### src/rtl/bus_master.sv
// Single-outstanding master for the 16-bit local slave bus.
// Turns valid/ready host requests into bus cycles and returns data or a timeout error.
module bus_master #(
  parameter int ADDR_W = 16,
  parameter int DATA_W = 16,
  parameter int TIMEOUT = 16,
  parameter logic [ADDR_W-1:0] IDLE_ADDR = 16'hFFFF
) (
  input  logic              clk,
  input  logic              rst,
  input  logic              req_valid,
  output logic              req_ready,
  input  logic              req_write,
  input  logic [ADDR_W-1:0] req_addr,
  input  logic [DATA_W-1:0] req_wdata,
  output logic              rsp_valid,
  input  logic              rsp_ready,
  output logic [DATA_W-1:0] rsp_rdata,
  output logic              rsp_error,
  output logic [ADDR_W-1:0] addr_bus,
  output logic [DATA_W-1:0] data_bus,
  output logic              rw,
  output logic              data_strobe,
  input  logic              address_valid,
  input  logic [DATA_W-1:0] data_bus_i
);

  localparam int CNT_W = $clog2(TIMEOUT + 1);
  localparam logic [CNT_W-1:0] CNT_LAST = CNT_W'(TIMEOUT - 1);

  typedef enum logic [1:0] {IDLE, WAIT_ACK, XFER, RSP} state_t;

  state_t            state, state_n;
  logic [CNT_W-1:0]  cnt, cnt_n;
  logic [ADDR_W-1:0] addr_n;
  logic [DATA_W-1:0] data_n, rdata_n;
  logic              rw_n, strobe_n, rsp_valid_n, err_n;

  always_ff @(posedge clk or posedge rst) begin
    if (rst) begin
      state       <= IDLE;
      cnt         <= '0;
      addr_bus    <= IDLE_ADDR;
      data_bus    <= '0;
      rw          <= 1'b0;
      data_strobe <= 1'b0;
      rsp_valid   <= 1'b0;
      rsp_rdata   <= '0;
      rsp_error   <= 1'b0;
    end else begin
      state       <= state_n;
      cnt         <= cnt_n;
      addr_bus    <= addr_n;
      data_bus    <= data_n;
      rw          <= rw_n;
      data_strobe <= strobe_n;
      rsp_valid   <= rsp_valid_n;
      rsp_rdata   <= rdata_n;
      rsp_error   <= err_n;
    end
  end

  always_comb begin
    state_n     = state;
    cnt_n       = cnt;
    addr_n      = addr_bus;
    data_n      = data_bus;
    rw_n        = rw;
    strobe_n    = data_strobe;
    rsp_valid_n = rsp_valid;
    rdata_n     = rsp_rdata;
    err_n       = rsp_error;
    // a new cycle must wait until the previous slave has dropped its ack
    req_ready   = (state == IDLE) && !address_valid;

    case (state)
      IDLE: begin
        if (req_valid && req_ready) begin
          addr_n  = req_addr;
          rw_n    = req_write;
          data_n  = req_write ? req_wdata : '0;
          cnt_n   = '0;
          state_n = WAIT_ACK;
        end
      end
      WAIT_ACK: begin
        if (address_valid) begin
          strobe_n = rw;
          state_n  = XFER;
        end else if (cnt == CNT_LAST) begin
          err_n       = 1'b1;
          rdata_n     = '0;
          rsp_valid_n = 1'b1;
          addr_n      = IDLE_ADDR;
          rw_n        = 1'b0;
          data_n      = '0;
          state_n     = RSP;
        end else begin
          cnt_n = cnt + CNT_W'(1);
        end
      end
      XFER: begin
        strobe_n    = 1'b0;
        rdata_n     = rw ? '0 : data_bus_i;
        err_n       = 1'b0;
        rsp_valid_n = 1'b1;
        addr_n      = IDLE_ADDR;
        rw_n        = 1'b0;
        data_n      = '0;
        state_n     = RSP;
      end
      RSP: begin
        if (rsp_ready) begin
          rsp_valid_n = 1'b0;
          state_n     = IDLE;
        end
      end
      default: state_n = IDLE;
    endcase
  end

endmodule
### config.mk
export PLATFORM = sky130hd
export DESIGN_NAME = bus_master
export DESIGN_NICKNAME = d
export VERILOG_FILES = /design/src/rtl/bus_master.sv
export SDC_FILE = /design/constraint.sdc
export NUM_CORES = 1
export LEC_CHECK = 0
export ABC_AREA = 0
export ABC_CLOCK_PERIOD_IN_PS = 4800
export CORE_ASPECT_RATIO = 1.4
export CORE_UTILIZATION = 46
export DETAILED_ROUTE_END_ITERATION = 12
export GPL_ROUTABILITY_DRIVEN = 0
export HOLD_SLACK_MARGIN = 0.08
export PLACE_DENSITY_LB_ADDON = 0.05
export SETUP_SLACK_MARGIN = 0.15
export SYNTH_ARGS = -nofsm -noshare
export SYNTH_HDL_FRONTEND = slang
export SYNTH_SLANG_ARGS = --single-unit
### constraint.sdc
create_clock -name clk -period 4.8 [get_ports clk]
set_clock_uncertainty 0.15 [all_clocks]
set_input_delay 0.72 -clock clk [delete_from_list [all_inputs] [get_ports clk]]
set_output_delay 0.72 -clock clk [all_outputs]
set_load 0.005 [all_outputs]
* Word-level counts from Yosys, hierarchy flattened
Cells that the tools add are included.
** Storage, ports and cells
- Bits in registers :: 59
- Input bits :: 54
- Output and inout port bits :: 53
- Word-level logic and storage cells :: 66
** Operators by class
- Add/subtract/negate cells :: 1
- Eq/ne operators :: 11
- Multiplexer cells :: 31
- Reduce and logical (&&, ||, !) cells :: 14
** Operators by type and width (number)
- $mux W16 :: 8
- $pmux W16 S3 :: 2
- $pmux W16 S2 :: 1
- $mux W5 :: 3
- $reduce_and A4 Y1 :: 3
- $ne A2 B2 Y1 const B :: 5
- $pmux W5 S2 :: 1
- $mux W2 :: 4
- $pmux W2 S4 :: 1
- $mux W1 :: 7
- $pmux W1 S3 :: 2
- $reduce_and A3 Y1 :: 2
- $reduce_bool A3 Y1 :: 2
- $add A5 B1 Y5 const B :: 1
- $eq A5 B4 Y1 const B :: 1
- $eq A2 B2 Y1 const B :: 2
- $pmux W1 S2 :: 2
- $reduce_bool A2 Y1 :: 2
- $ne A3 B3 Y1 const B :: 1
- $eq A2 B1 Y1 const B :: 1
- $logic_and A1 B1 Y1 :: 2
- $logic_not A2 Y1 :: 1
- $ne A2 B1 Y1 const B :: 1
- $reduce_and A2 Y1 :: 1
- $logic_not A1 Y1 :: 1

* Longest topological paths before layout
- Depth in word-level cells :: 5
- Gate-level depth with buffers :: 8
- Mapped depth without buffers :: 7

* Worst setup path before layout
Ideal clock, no wire load.
- Kind :: reg-to-reg
- From :: reg cnt[0]
- To :: reg cnt[2]
- Setup time :: 0.124 ns
- Arrival :: 1.794 ns
- Required time :: 4.526 ns
- Path slack :: 2.732 ns
- Cell stages (with the launch flop) :: 6
- Path buffers :: 0
- Period minus slack after synthesis :: 2.068 ns
- Cells stage by stage :: dfrtp_1 ha_1 and3_1 ha_1 a2111o_1 a211o_1
** Between the ends
- Longest elaborated chain between the ends :: 4
- Elaborated cells on any way between the ends :: 7
- Classes of those cells :: add/sub (1); eq/ne (2); mux (3); reduce/logical (1)
** RTL lines
- start, declared :: line 34 : logic [CNT_W-1:0] cnt, cnt_n;
- start signal, assigned :: line 52 : cnt <= cnt_n;
- $add A5 B1 Y5 :: line 99 : cnt_n = cnt + CNT_W'(1);
- $mux W5 :: line 90 : end else if (cnt == CNT_LAST) begin
- $mux W5 :: line 87 : if (address_valid) begin
- $pmux W5 S2 :: line 76 : case (state)
Several ways; a longest one is shown, not always the timed one. The select of a mux whose other input is x is not followed.
A chain may end at the register's enable or synchronous reset.

* Worst setup path in the final report
- From :: reg state[0]
- To :: out req_ready
** Between the ends
- Longest elaborated chain between the ends :: 2
** RTL lines
- start, declared :: line 33 : state_t state, state_n;
- start signal, assigned :: line 51 : state <= state_n;
- $logic_not A2 Y1 :: line 74 : req_ready = (state == IDLE) && !address_valid;
- $logic_and A1 B1 Y1 :: line 74
- end, declared :: line 12 : output logic req_ready,
No other way between the ends.

==> flow_summary_export.csv <==
group,metric,value,unit
timing,min_period,2.87,ns
routing,drc_errors,0,
timing,final.setup.worst_slack,1.93,ns
routing,firstDrtPassIters,4,
timing,transition_time_at_the_pin_with_the_least_slew_margin,1.14,ns
synth,synthSimpleGateAreaFrac,0.239,
power,max-vdd-ir-drop,0.517,mV
synth,netlist_instances,284,
floorplan,die_x,66.2,um
finish,multi_input_area,0.00105,mm2
worst_hold_path,hold_path_class,"register to register",
synth,ys_async_sr_fraction,1.00,
synth,post_synth_xor_area_fraction,0,
global_routing,initial_antenna_violation_count,0,
clock_network,clk_transition_reported_paths,0.06,ns
synth,syn_avg_cell_area,9.33,um2
clock_network,cts_sinks,59,
setup_path,timing.critical_path.from_type,"register",
global_routing,track_usage,0.226,
global_routing,grt.overflow.total,0,
flow_run,maxCapViolations,0,
power,total_power,2540,uW
floorplan,floorplan_row_count,32,
timing,post_route_clock_period_utilization,0.598,
synth,synth.yosys.seq_area_share,0.565,
clock_network,clock_buffer_count_from_cts,9,
timing,final.hold.worst_slack,0.301,ns
placement,place_ws,1.79,ns
finish,insertedDiodeCount,0,
clock_network,ctsLongestPathBuffers,2,
power,leakage_power,0.00178,uW
clock_network,cts_tree,"built",
global_routing,grt_pass1_vias,2311,
floorplan,die_area,0.00607,mm2
power,pwr_density_cell,643,mW/mm2
timing,setup_total_negative_slack,0,ns
run_status,outcome,"complete, no violations",
synth,postSynthRegisterBits,59,
clock_network,total_of_hold_buffers_inserted_after_clock_tree_synthesis,0,
finish,fin_nets,452,
synth,synth_warnings,0,
finish,layout.filler_cells,444,
placement,place.port_buffers,106,
setup_path,cp_max_fo,8,
setup_path,critical_path.endpoint_type,"output pin",
synth,synthesized_netlist_net_count,346,
floorplan,core_region_area,0.00553,mm2
routing,via_density,5.02,
synth,synth-adder-area-share,0.0378,
timing,report.final.slew_viol_count,0,
setup_path,worst_ep_arrival_time,2.00,ns
synth,post_synth_instance_area,0.00265,mm2
placement,dp.final_hpwl,4290,um
routing,detailroute.via_count,2317,
setup_path,path_class,"register to output pin",
synth,synth_edf_count,0,
clock_network,clkLatencyLatePin,0.33,ns
floorplan,ioPinCount,107,
synth,synth_compound_gate_area_share,0.118,
timing,rsz_0062_raised_after_global_routing,"no",
finish,drive_above_1_share,0.104,
global_routing,grt_pass1_wl,10300,um
timing,final-hold-violation-count,0,
routing,routed_wl,6210,um
timing,final-setup-viol-count,0,
synth,synth_mux_area_frac,0.00378,
floorplan,floorplan.initialDensity,0.480,
finish,final-seq-area,0.00150,mm2
routing,route.antenna.remaining_nets,0,
clock_network,htree_levels,3,
synth,postSynth.topFlopCell,"sky130_fd_sc_hd__dfrtp_1",
clock_network,post_cts_resized,0,
clock_network,cts-root-buf,"sky130_fd_sc_hd__clkbuf_8",
routing,dr.first_iter.drc_count,172,
synth,post_synth_num_cell_types,34,
synth,main_combinational_cell_family_by_area_after_synthesis,"simple AND/OR/NAND/NOR gates",
finish,layout-area-overhead-vs-synth,49.0,%
timing,slew_headroom,0.239,
routing,wl_per_cell,13.4,um
global_routing,maximum_number_of_pins_on_one_net_before_global_route_repair,34,
clock_network,cts_setup_buffers,0,
floorplan,floorplan.die.height,91.8,um
setup_path,critical_path_required,3.93,ns
timing,fmax,349,MHz
==> layout make-up <==
| cell class | count | area share |
|---|---|---|
| Clock buffer | 13 | 0.0403 |
| Tap cell | 68 | 0.0216 |
| Sequential cell | 59 | 0.379 |
| Multi-Input combinational cell | 203 | 0.267 |
| Inverter | 7 | 0.00666 |
| Clock inverter | 2 | 0.00887 |
| Timing Repair Buffer | 110 | 0.276 |
==> through the flow <==
step                instance area [um2]  std cells   util
finish                             3950        462  0.714
global route                       3950        462  0.714
CTS                                3950        462  0.714
detailed placement                 3750        447  0.679
global placement                   3750        447  0.679
floorplan                          2650        284      -
==> placed cells by master (no fill, tap or decap), types with 2 or more instances in the layout <==
cell type / count
sky130_fd_sc_hd__ha_1: 8
sky130_fd_sc_hd__dfrtp_1: 43
sky130_fd_sc_hd__nand2b_4: 2
sky130_fd_sc_hd__o21ai_0: 15
sky130_fd_sc_hd__clkbuf_8: 11
sky130_fd_sc_hd__nor3_1: 2
sky130_fd_sc_hd__nand2b_1: 2
sky130_fd_sc_hd__nor2_1: 2
sky130_fd_sc_hd__inv_1: 6
sky130_fd_sc_hd__nand2_1: 107
sky130_fd_sc_hd__o31ai_1: 2
sky130_fd_sc_hd__buf_4: 4
sky130_fd_sc_hd__nor2b_1: 3
sky130_fd_sc_hd__dfstp_2: 16
sky130_fd_sc_hd__clkdlybuf4s50_1: 106
sky130_fd_sc_hd__clkbuf_1: 2
sky130_fd_sc_hd__nand3_1: 18
sky130_fd_sc_hd__a21oi_1: 2
sky130_fd_sc_hd__o22ai_1: 2
sky130_fd_sc_hd__o21ai_1: 22
sky130_fd_sc_hd__and3_1: 2
==> logic make-up after synthesis <==
family,after synthesis
simple gates,144
flops,59
compound gates,50
buf+inv,22
fa+ha+maj,8
mux,1
==> worst paths after layout <==
check                      cells past startpoint                    start  slack (ns)                  endpoint
setup / recovery                               4     state[0]$_DFFE_PP0P_        1.93                 req_ready
hold / removal                                 2  addr_bus[7]$_DFFE_PP1P_        0.30   addr_bus[7]$_DFFE_PP1P_
setup reg to reg                               5     state[1]$_DFFE_PP0P_        2.05  rsp_rdata[4]$_DFFE_PP0P_
hold reg to reg                                2  addr_bus[7]$_DFFE_PP1P_        0.30   addr_bus[7]$_DFFE_PP1P_
max in group asynchronous                      3                      rst        3.05      state[1]$_DFFE_PP0P_
min in group asynchronous                      2                      rst        0.63   data_bus[8]$_DFFE_PP0P_
==> flip-flops by register name, indices dropped and copies added, names as in the netlist <==
signal       flops
addr_bus        16
cnt              5
data_bus        16
data_strobe      1
rsp_error        1
rsp_rdata       16
rsp_valid        1
rw               1
state            2
==> power by group <==
part           switching, uW  internal [uW]
clock network            183            265
logic                    623            588
registers                118            759
==> metal layers <==
layer,vias up,track usage,part of all wire
li1,1147,-,-
met5,-,0,0
met2,76,0.377,0.50
met3,8,0.0485,0.062
met4,0,0.124,0.013
met1,1086,0.265,0.42
==> synthesized netlist by cell type (all sizes together) (2+ instances only) <==
library cell,number,area [um2]
dfrtp,43,1080
buf,11,57.6
inv,7,26.3
nor2b,4,32.5
nand2b,4,40.0
ha,8,100
and3,2,12.5
a221oi,2,35.0
a21oi,3,18.8
o21ai,37,185
clkbuf,4,15.0
nor2,3,13.8
nand3,18,90.1
o31ai,2,15.0
nand2,107,402
dfstp,16,420
nor3,2,10.0
o22ai,2,12.5
==> worst max-delay path, cell delays in order, from the launching register on <==
cell and delay [ns]:
sky130_fd_sc_hd__dfrtp_1 0.43, sky130_fd_sc_hd__inv_1 0.15, sky130_fd_sc_hd__ha_1 0.40, sky130_fd_sc_hd__nor2b_1 0.18, sky130_fd_sc_hd__clkdlybuf4s50_1 0.51
Note: power is estimated with default switching activity, not from simulation.
